File: config.mk
export PLATFORM = sky130hd
export DESIGN_NAME = attn_seq
export DESIGN_NICKNAME = d
export VERILOG_FILES = /design/src/rtl/attn_seq.sv
export SDC_FILE = /design/constraint.sdc
export NUM_CORES = 1
export LEC_CHECK = 0
export ABC_AREA = 1
export BUFFER_PORTS_ARGS = -buffer_cell sky130_fd_sc_hd__buf_4
export CAP_MARGIN = 40
export CORE_UTILIZATION = 45
export CTS_CLUSTER_DIAMETER = 40
export DETAILED_ROUTE_END_ITERATION = 6
export PLACE_DENSITY = 0.68
export SKIP_CTS_REPAIR_TIMING = 1
export SLEW_MARGIN = 30
export SYNTH_ARGS = -nofsm -noshare
export SYNTH_HDL_FRONTEND = slang
export SYNTH_SLANG_ARGS = --single-unit
File: constraint.sdc
create_clock -name clk -period 3.7 [get_ports clk]
set_clock_uncertainty 0.2 [all_clocks]
set_input_delay 0.185 -clock clk [delete_from_list [all_inputs] [get_ports clk]]
set_output_delay 0.185 -clock clk [all_outputs]
set_load 0.01 [all_outputs]
File: src/rtl/attn_seq.sv
// Attention-pass sequencer: emits the core instruction word that walks Q/K loading,
// kernel load, execution, output-FIFO drain into psum memory, then sfp accumulate/divide.
module attn_seq #(
  parameter int col = 8,
  parameter int len = 16
) (
  input  logic        clk,
  input  logic        reset,
  input  logic        start,
  input  logic        in_valid,
  output logic        in_ready,
  input  logic        ofifo_valid,
  output logic [16:0] inst,
  output logic        acc,
  output logic        div,
  output logic        busy,
  output logic        done
);

  typedef enum logic [3:0] {
    S_IDLE, S_QWR, S_KWR, S_KLOAD, S_KGAP, S_EXEC, S_DRAIN, S_ACC, S_DIV, S_FIN
  } state_t;

  localparam logic [4:0] LEN_C  = 5'(len);
  localparam logic [4:0] LEN_M1 = 5'(len - 1);
  localparam logic [4:0] COL_C  = 5'(col);
  localparam logic [4:0] COL_M1 = 5'(col - 1);

  state_t     state_q, state_d;
  logic [4:0] cnt_q, cnt_d;
  logic       wr_pend_q, wr_pend_d;
  logic [4:0] wa_q, wa_d;

  // NOTE: state registers use non-blocking assignment so every flop samples pre-edge values.
  always_ff @(posedge clk) begin
    if (reset) begin
      state_q   <= S_IDLE;
      cnt_q     <= '0;
      wr_pend_q <= 1'b0;
      wa_q      <= '0;
    end else begin
      state_q   <= state_d;
      cnt_q     <= cnt_d;
      wr_pend_q <= wr_pend_d;
      wa_q      <= wa_d;
    end
  end

  // NOTE: every output and next-state term gets a default first so no latch is inferred.
  always_comb begin
    state_d   = state_q;
    cnt_d     = cnt_q;
    wr_pend_d = wr_pend_q;
    wa_d      = wa_q;
    inst      = '0;
    acc       = 1'b0;
    div       = 1'b0;
    in_ready  = 1'b0;

    case (state_q)
      S_IDLE: begin
        if (start) begin
          state_d = S_QWR;
          cnt_d   = '0;
        end
      end
      S_QWR, S_KWR: begin
        in_ready = 1'b1;
        if (in_valid) begin
          inst[15:12] = cnt_q[3:0];
          if (state_q == S_QWR) inst[4] = 1'b1;
          else                  inst[2] = 1'b1;
          cnt_d = cnt_q + 5'd1;
          if (state_q == S_QWR && cnt_q == LEN_M1) begin
            state_d = S_KWR;
            cnt_d   = '0;
          end else if (state_q == S_KWR && cnt_q == COL_M1) begin
            state_d = S_KLOAD;
            cnt_d   = '0;
          end
        end
      end
      S_KLOAD: begin
        // Extra trailing cycle covers the one-cycle kmem read latency.
        inst[6] = 1'b1;
        if (cnt_q < COL_C) begin
          inst[3]     = 1'b1;
          inst[15:12] = cnt_q[3:0];
        end
        cnt_d = cnt_q + 5'd1;
        if (cnt_q == COL_C) begin
          state_d = S_KGAP;
          cnt_d   = '0;
        end
      end
      S_KGAP: begin
        state_d = S_EXEC;
        cnt_d   = '0;
      end
      S_EXEC: begin
        inst[7] = 1'b1;
        if (cnt_q < LEN_C) begin
          inst[5]     = 1'b1;
          inst[15:12] = cnt_q[3:0];
        end
        cnt_d = cnt_q + 5'd1;
        if (cnt_q == LEN_C) begin
          state_d = S_DRAIN;
          cnt_d   = '0;
        end
      end
      S_DRAIN: begin
        // Each FIFO read is written to pmem one cycle later; rd and wr may share a cycle.
        wr_pend_d = 1'b0;
        if (ofifo_valid && cnt_q < LEN_C) begin
          inst[16]  = 1'b1;
          cnt_d     = cnt_q + 5'd1;
          wr_pend_d = 1'b1;
        end
        if (wr_pend_q) begin
          inst[0]    = 1'b1;
          inst[11:8] = wa_q[3:0];
          wa_d       = wa_q + 5'd1;
          if (wa_q == LEN_M1) begin
            state_d   = S_ACC;
            cnt_d     = '0;
            wr_pend_d = 1'b0;
            wa_d      = '0;
          end
        end
      end
      S_ACC, S_DIV: begin
        if (cnt_q < LEN_C) begin
          inst[1]    = 1'b1;
          inst[11:8] = cnt_q[3:0];
        end
        if (cnt_q != '0) begin
          if (state_q == S_ACC) acc = 1'b1;
          else                  div = 1'b1;
        end
        cnt_d = cnt_q + 5'd1;
        if (cnt_q == LEN_C) begin
          state_d = (state_q == S_ACC) ? S_DIV : S_FIN;
          cnt_d   = '0;
        end
      end
      S_FIN:   state_d = S_IDLE;
      default: state_d = S_IDLE;
    endcase
  end

  assign busy = (state_q != S_IDLE);
  assign done = (state_q == S_FIN);

endmodule

After elaboration in Yosys (flattened, before gate mapping)
Cells that the tools add are included.

Logic and storage cells: 97. Register bits: 15. Output and inout port bits: 22. Bits of input ports: 5.

Equality and inequality tests: 22. Magnitude comparators: 2. Reductions and logical operators: 13. Muxes and demuxes: 54. Add/subtract/negate cells: 2.

Operators by type and width (number): 4-bit 2-to-1 mux (13); 5-bit 2-to-1 mux (10); 5-bit one-hot mux with 6 select lines (1); 4-bit one-hot mux with 7 select lines (1); 1-bit 2-to-1 mux (27); 4-bit by 3-bit equality test with 1-bit output (second input constant) (4); 5-bit by 4-bit equality test with 1-bit output (second input constant) (3); 2-bit != test (second input constant) (7); 4-bit one-hot mux with 3 select lines (1); 5-bit by 1-bit adder with 5-bit output (second input constant) (2); 4-bit by 2-bit equality test with 1-bit output (second input constant) (2); 4-bit equality test (second input constant) (2); 4-bit one-hot mux with 2 select lines (1); 8-bit AND reduction (1); 6-bit nonzero test (1); 5-bit by 3-bit equality test with 1-bit output (second input constant) (1); 5-bit equality test (second input constant) (1); 5-bit by 4-bit < comparator with 1-bit output (second input constant) (1); 5-bit < comparator (second input constant) (1); 5-bit nonzero test (1); 4-bit by 1-bit equality test with 1-bit output (second input constant) (1); 4-bit zero test (1); 4-bit nonzero test (1); 2-bit OR reduction (2); other kinds (5) (7).

Longest topological paths before layout
Depth after elaboration: 6. Gate-level depth with buffers: 13. Mapped depth without buffers: 13.

Worst setup path before layout
OpenSTA, ideal clock, no wires.

Kind: reg2reg. From: register cnt_q[1]. To: register cnt_q[0]. Slack: 1921 ps. Arrival: 1457 ps. Buffers on the path: 0. Data required time: 3378 ps. Period minus slack after synthesis: 1779 ps. Library setup time: 122 ps. Cell stages (with the launch flop): 12. Cell sequence: dfxtp_1 ha_1 nand2_1 nor2_1 ha_1 inv_1 nand3_1 nand2_1 nand2_1 nand3_4 o21ai_0 a21oi_2.

Longest elaborated chain between the ends: 6. Elaborated cells between the ends (all ways): 17. Classes of those cells: 1 x order compare; 4 x eq/ne; 9 x mux; 3 x reduce/logical.

RTL lines: start: declaration (RTL line 30) `logic [4:0] cnt_q, cnt_d;`; start signal: assignment (RTL line 43) `cnt_q <= cnt_d;`; 5-bit < comparator or 5-bit by 3-bit equality test with 1-bit output (tied branches) (RTL line 115, 77); 1-bit logical AND, on equally long branches (RTL line 115, 77); 5-bit 2-to-1 mux, on equally long branches (RTL line 115, 77); 5-bit 2-to-1 mux, on equally long branches (RTL line 124, 74); 5-bit 2-to-1 mux, on equally long branches (RTL line 120, 69); 5-bit one-hot mux with 6 select lines * (RTL line 60) `case (state_q)`.

Mark *: on every way between the ends. The rest lies on a longest branch, timed or not. The select of a mux whose other input is x is not followed. A chain may end at the register's enable or synchronous reset.

Worst setup path in the final report
From: register state_q[0]. To: output inst[14].

Longest elaborated chain between the ends: 3. Elaborated cells between the ends (all ways): 6. Classes of those cells: 4 x eq/ne; 1 x mux; 1 x reduce/logical.

RTL lines: start: declaration (RTL line 29) `state_t state_q, state_d;`; start signal: assignment (RTL line 42) `state_q <= state_d;`; 4-bit by 1-bit equality test with 1-bit output or 4-bit by 2-bit equality test with 1-bit output (tied branches) (RTL line 60); 2-bit OR reduction (RTL line 60); 4-bit one-hot mux with 3 select lines * (RTL line 60); end: declaration (RTL line 13) `output logic [16:0] inst,`.

Mark *: on every way between the ends. The rest lies on a longest branch, timed or not.

==> impl_metrics.env <==
export IMPL_drc=0
export IMPL_drt_iter0_markers=51
export IMPL_startpoint_type="flop"
export IMPL_yosysSeqAreaShare=0.239
export IMPL_worstMarginPinSlew_ns=0.325
export IMPL_synth_area_um2=1260
export IMPL_worstPathArrival_ns=1.84
export IMPL_ys_warn_count=0
export IMPL_power_total_mw=0.810
export IMPL_ys_top_cells_by_area="dfxtp_1 (24%), nand2_1 (16%), nor2_1 (12%)"
export IMPL_port_buffers=26
export IMPL_placementRows=18
export IMPL_grt_setup_unrepaired="no"
export IMPL_grt_max_degree=10
export IMPL_path_clk_slew_ns=0.09
export IMPL_synth_top_family_by_area="simple AND/OR/NAND/NOR gates"
export IMPL_gr_total_overflow=0
export IMPL_routed_wl_um=3240
export IMPL_yosys_register_bits=15
export IMPL_clk_latency_ns=0.29
export IMPL_syn2layout_area_growth_pct=21.5
export IMPL_synth_top_area_frac=0.239
export IMPL_syn_inst=211
export IMPL_grt_util_met3=0.0417
export IMPL_muxShareOfSynthArea=0
export IMPL_yosys_cell_count_top_type="nand2_1"
export IMPL_grt_use_total=0.241
export IMPL_ir_drop_mv=0.332
export IMPL_power_density_nw_per_um2=530
export IMPL_cts_root_buf="clkbuf_4"
export IMPL_grt_pass1_wl_um=5020
export IMPL_min_path_type="in2reg"
export IMPL_final_antenna_net_count=0
export IMPL_drv_slew=0
export IMPL_yosys_top_cells_count="nand2_1 (52), nor2_1 (39), inv_1 (27)"
export IMPL_drv_cap=0
export IMPL_gp_congestion=0.889
export IMPL_grt_busiest_layer="met2"
export IMPL_cts_tree="done"
export IMPL_dieWidth_um=54.9
export IMPL_synth_compound_area_frac=0.135
export IMPL_instances_no_fill=272
export IMPL_route_detailed_wl_per_inst_um=11.9
export IMPL_place_inst=267
export IMPL_post_synth_fa_ha_maj_area_fraction=0.0398
export IMPL_grt_pass1_vias=1214
export IMPL_crit_fanout=5
export IMPL_tns_ns=0
export IMPL_grt_use_met2=0.440
export IMPL_diodes=0
export IMPL_clock_path_buffers=2
export IMPL_slew_headroom=0.782
export IMPL_die_area_um2=3010
export IMPL_hpwl_um=2720
export IMPL_die_h_um=54.9
export IMPL_ys_types=30
export IMPL_grtUsageMet1=0.274
export IMPL_crit_path_end_kind="output port"
export IMPL_synth_edf_count=0
export IMPL_vias=1385
export IMPL_path_class="reg2out"
export IMPL_ctsHtreeMaxLevel=1
export IMPL_async_reset_ff_frac=0
export IMPL_synth_area_leader_cell="dfxtp_1"
export IMPL_coreArea_um2=2570
export IMPL_finalCriticalPeriod_ns=2.23
export IMPL_layout_nets=252
export IMPL_synth_xor_area_share=0.0139
export IMPL_initial_core_util=0.490
export IMPL_antenna_found_initial=0
export IMPL_numCtsBuffers=3
export IMPL_syn_mean_instance_area_um2=5.96
export IMPL_status="completed"
export IMPL_io_pins=27
export IMPL_p_leak_nw=0.809
export IMPL_fin_crit_sh=0.602
export IMPL_synth_nets=220
export IMPL_synth_flop_cell="dfxtp_1"
export IMPL_first_pass_iters=4
export IMPL_synth_simple_area_share=0.460
export IMPL_max_freq_ghz=0.449
export IMPL_hold_viol=0
export IMPL_routed_via_density=5.09
export IMPL_setup_viol=0
export IMPL_cp_required_ns=3.31
export IMPL_drive_above_1_share=0.244
export IMPL_clock_sinks=15
sequential cells by signal (all words and copies together) (netlist names):
register,cells
cnt_q,5
wr_pend_q,1
wa_q,5
state_q,4
layout make-up:
cell class | count | area [µm²]
clock buffers | 3 | 22.5
clock inverters | 1 | 5.00
fillers | 263 | 1040
inverters | 36 | 141
multi-input cells | 160 | 816
flip-flops and latches | 15 | 300
well taps | 30 | 37.5
repair buffers | 27 | 205
metrics by stage:
step           worst slack [ns]  hold slack, ns  instance area (µm²)  utilization
5_1_grt                    1.33           0.172                 1530        0.595
3_5_place_dp               1.74           0.212                 1490        0.580
3_3_place_gp               1.80           0.206                 1490        0.580
6_report                   1.47           0.155                 1530        0.595
4_1_cts                    1.45          -0.106                 1520        0.591
2_1_floorplan              1.92          0.0541                 1260            -
cell usage in the layout (no fill, tap or decap), types with 2 or more instances in the layout:
cell type  synthesis  final
nand2_1           52     52
nor2_1            39     39
inv_1             27     27
buf_4              0     26
dfxtp_1           15     15
a21oi_1           10     10
nand3_1            9      9
o21ai_0            9      9
nand2_2            7      7
inv_2              6      6
o21ai_1            5      5
ha_1               4      4
nand2_4            3      3
nor2_2             3      3
nor3_1             3      3
clkbuf_4           0      3
inv_4              2      2
clkinv_2           1      2
o22ai_1            2      2
nand4_1            2      2
worst paths after layout:
kind,start,slack [ns],endpoint,depth (start not counted)
setup / recovery,state_q[0]$_SDFFE_PP0P_,1.47,inst[14],9
hold / removal,start,0.16,cnt_q[1]$_SDFFE_PP0P_,4
setup reg to reg,cnt_q[0]$_SDFFE_PP0P_,1.70,cnt_q[0]$_SDFFE_PP0P_,11
hold reg to reg,wa_q[4]$_SDFFE_PP0P_,0.26,wa_q[4]$_SDFFE_PP0P_,2
worst max-delay path, stage by stage, from the launching register on:
cell and delay (ns):
dfxtp_1 0.42, inv_1 0.09, nand2_1 0.10, inv_2 0.06
nand2_1 0.08, nor2_1 0.06, or3_1 0.38, nor2_2 0.16
nor2_1 0.06, buf_4 0.14
logic make-up (layout without fill, tap and decap cells):
group,count (synthesis),in the layout
AND/OR/NAND/NOR,124,124
buffers and inverters,36,67
XOR/XNOR,2,2
flip-flops,15,15
adder cells (fa/ha/maj),4,4
AO/OA/AOI/OAI,30,30
power breakdown:
part	total (mW)	switching (mW)	internal [mW]	leakage, nW
combinational	0.504	0.328	0.175	0.669
clock	0.0944	0.0542	0.0402	0.0177
sequential	0.211	0.0293	0.182	0.122
layer usage:
metal	wire length (µm)	share of wire
met4	24	0.0074
met3	128	0.040
met5	0	0
met2	1630	0.50
met1	1450	0.45
No activity file was read; power rests on OpenSTA's default activity.
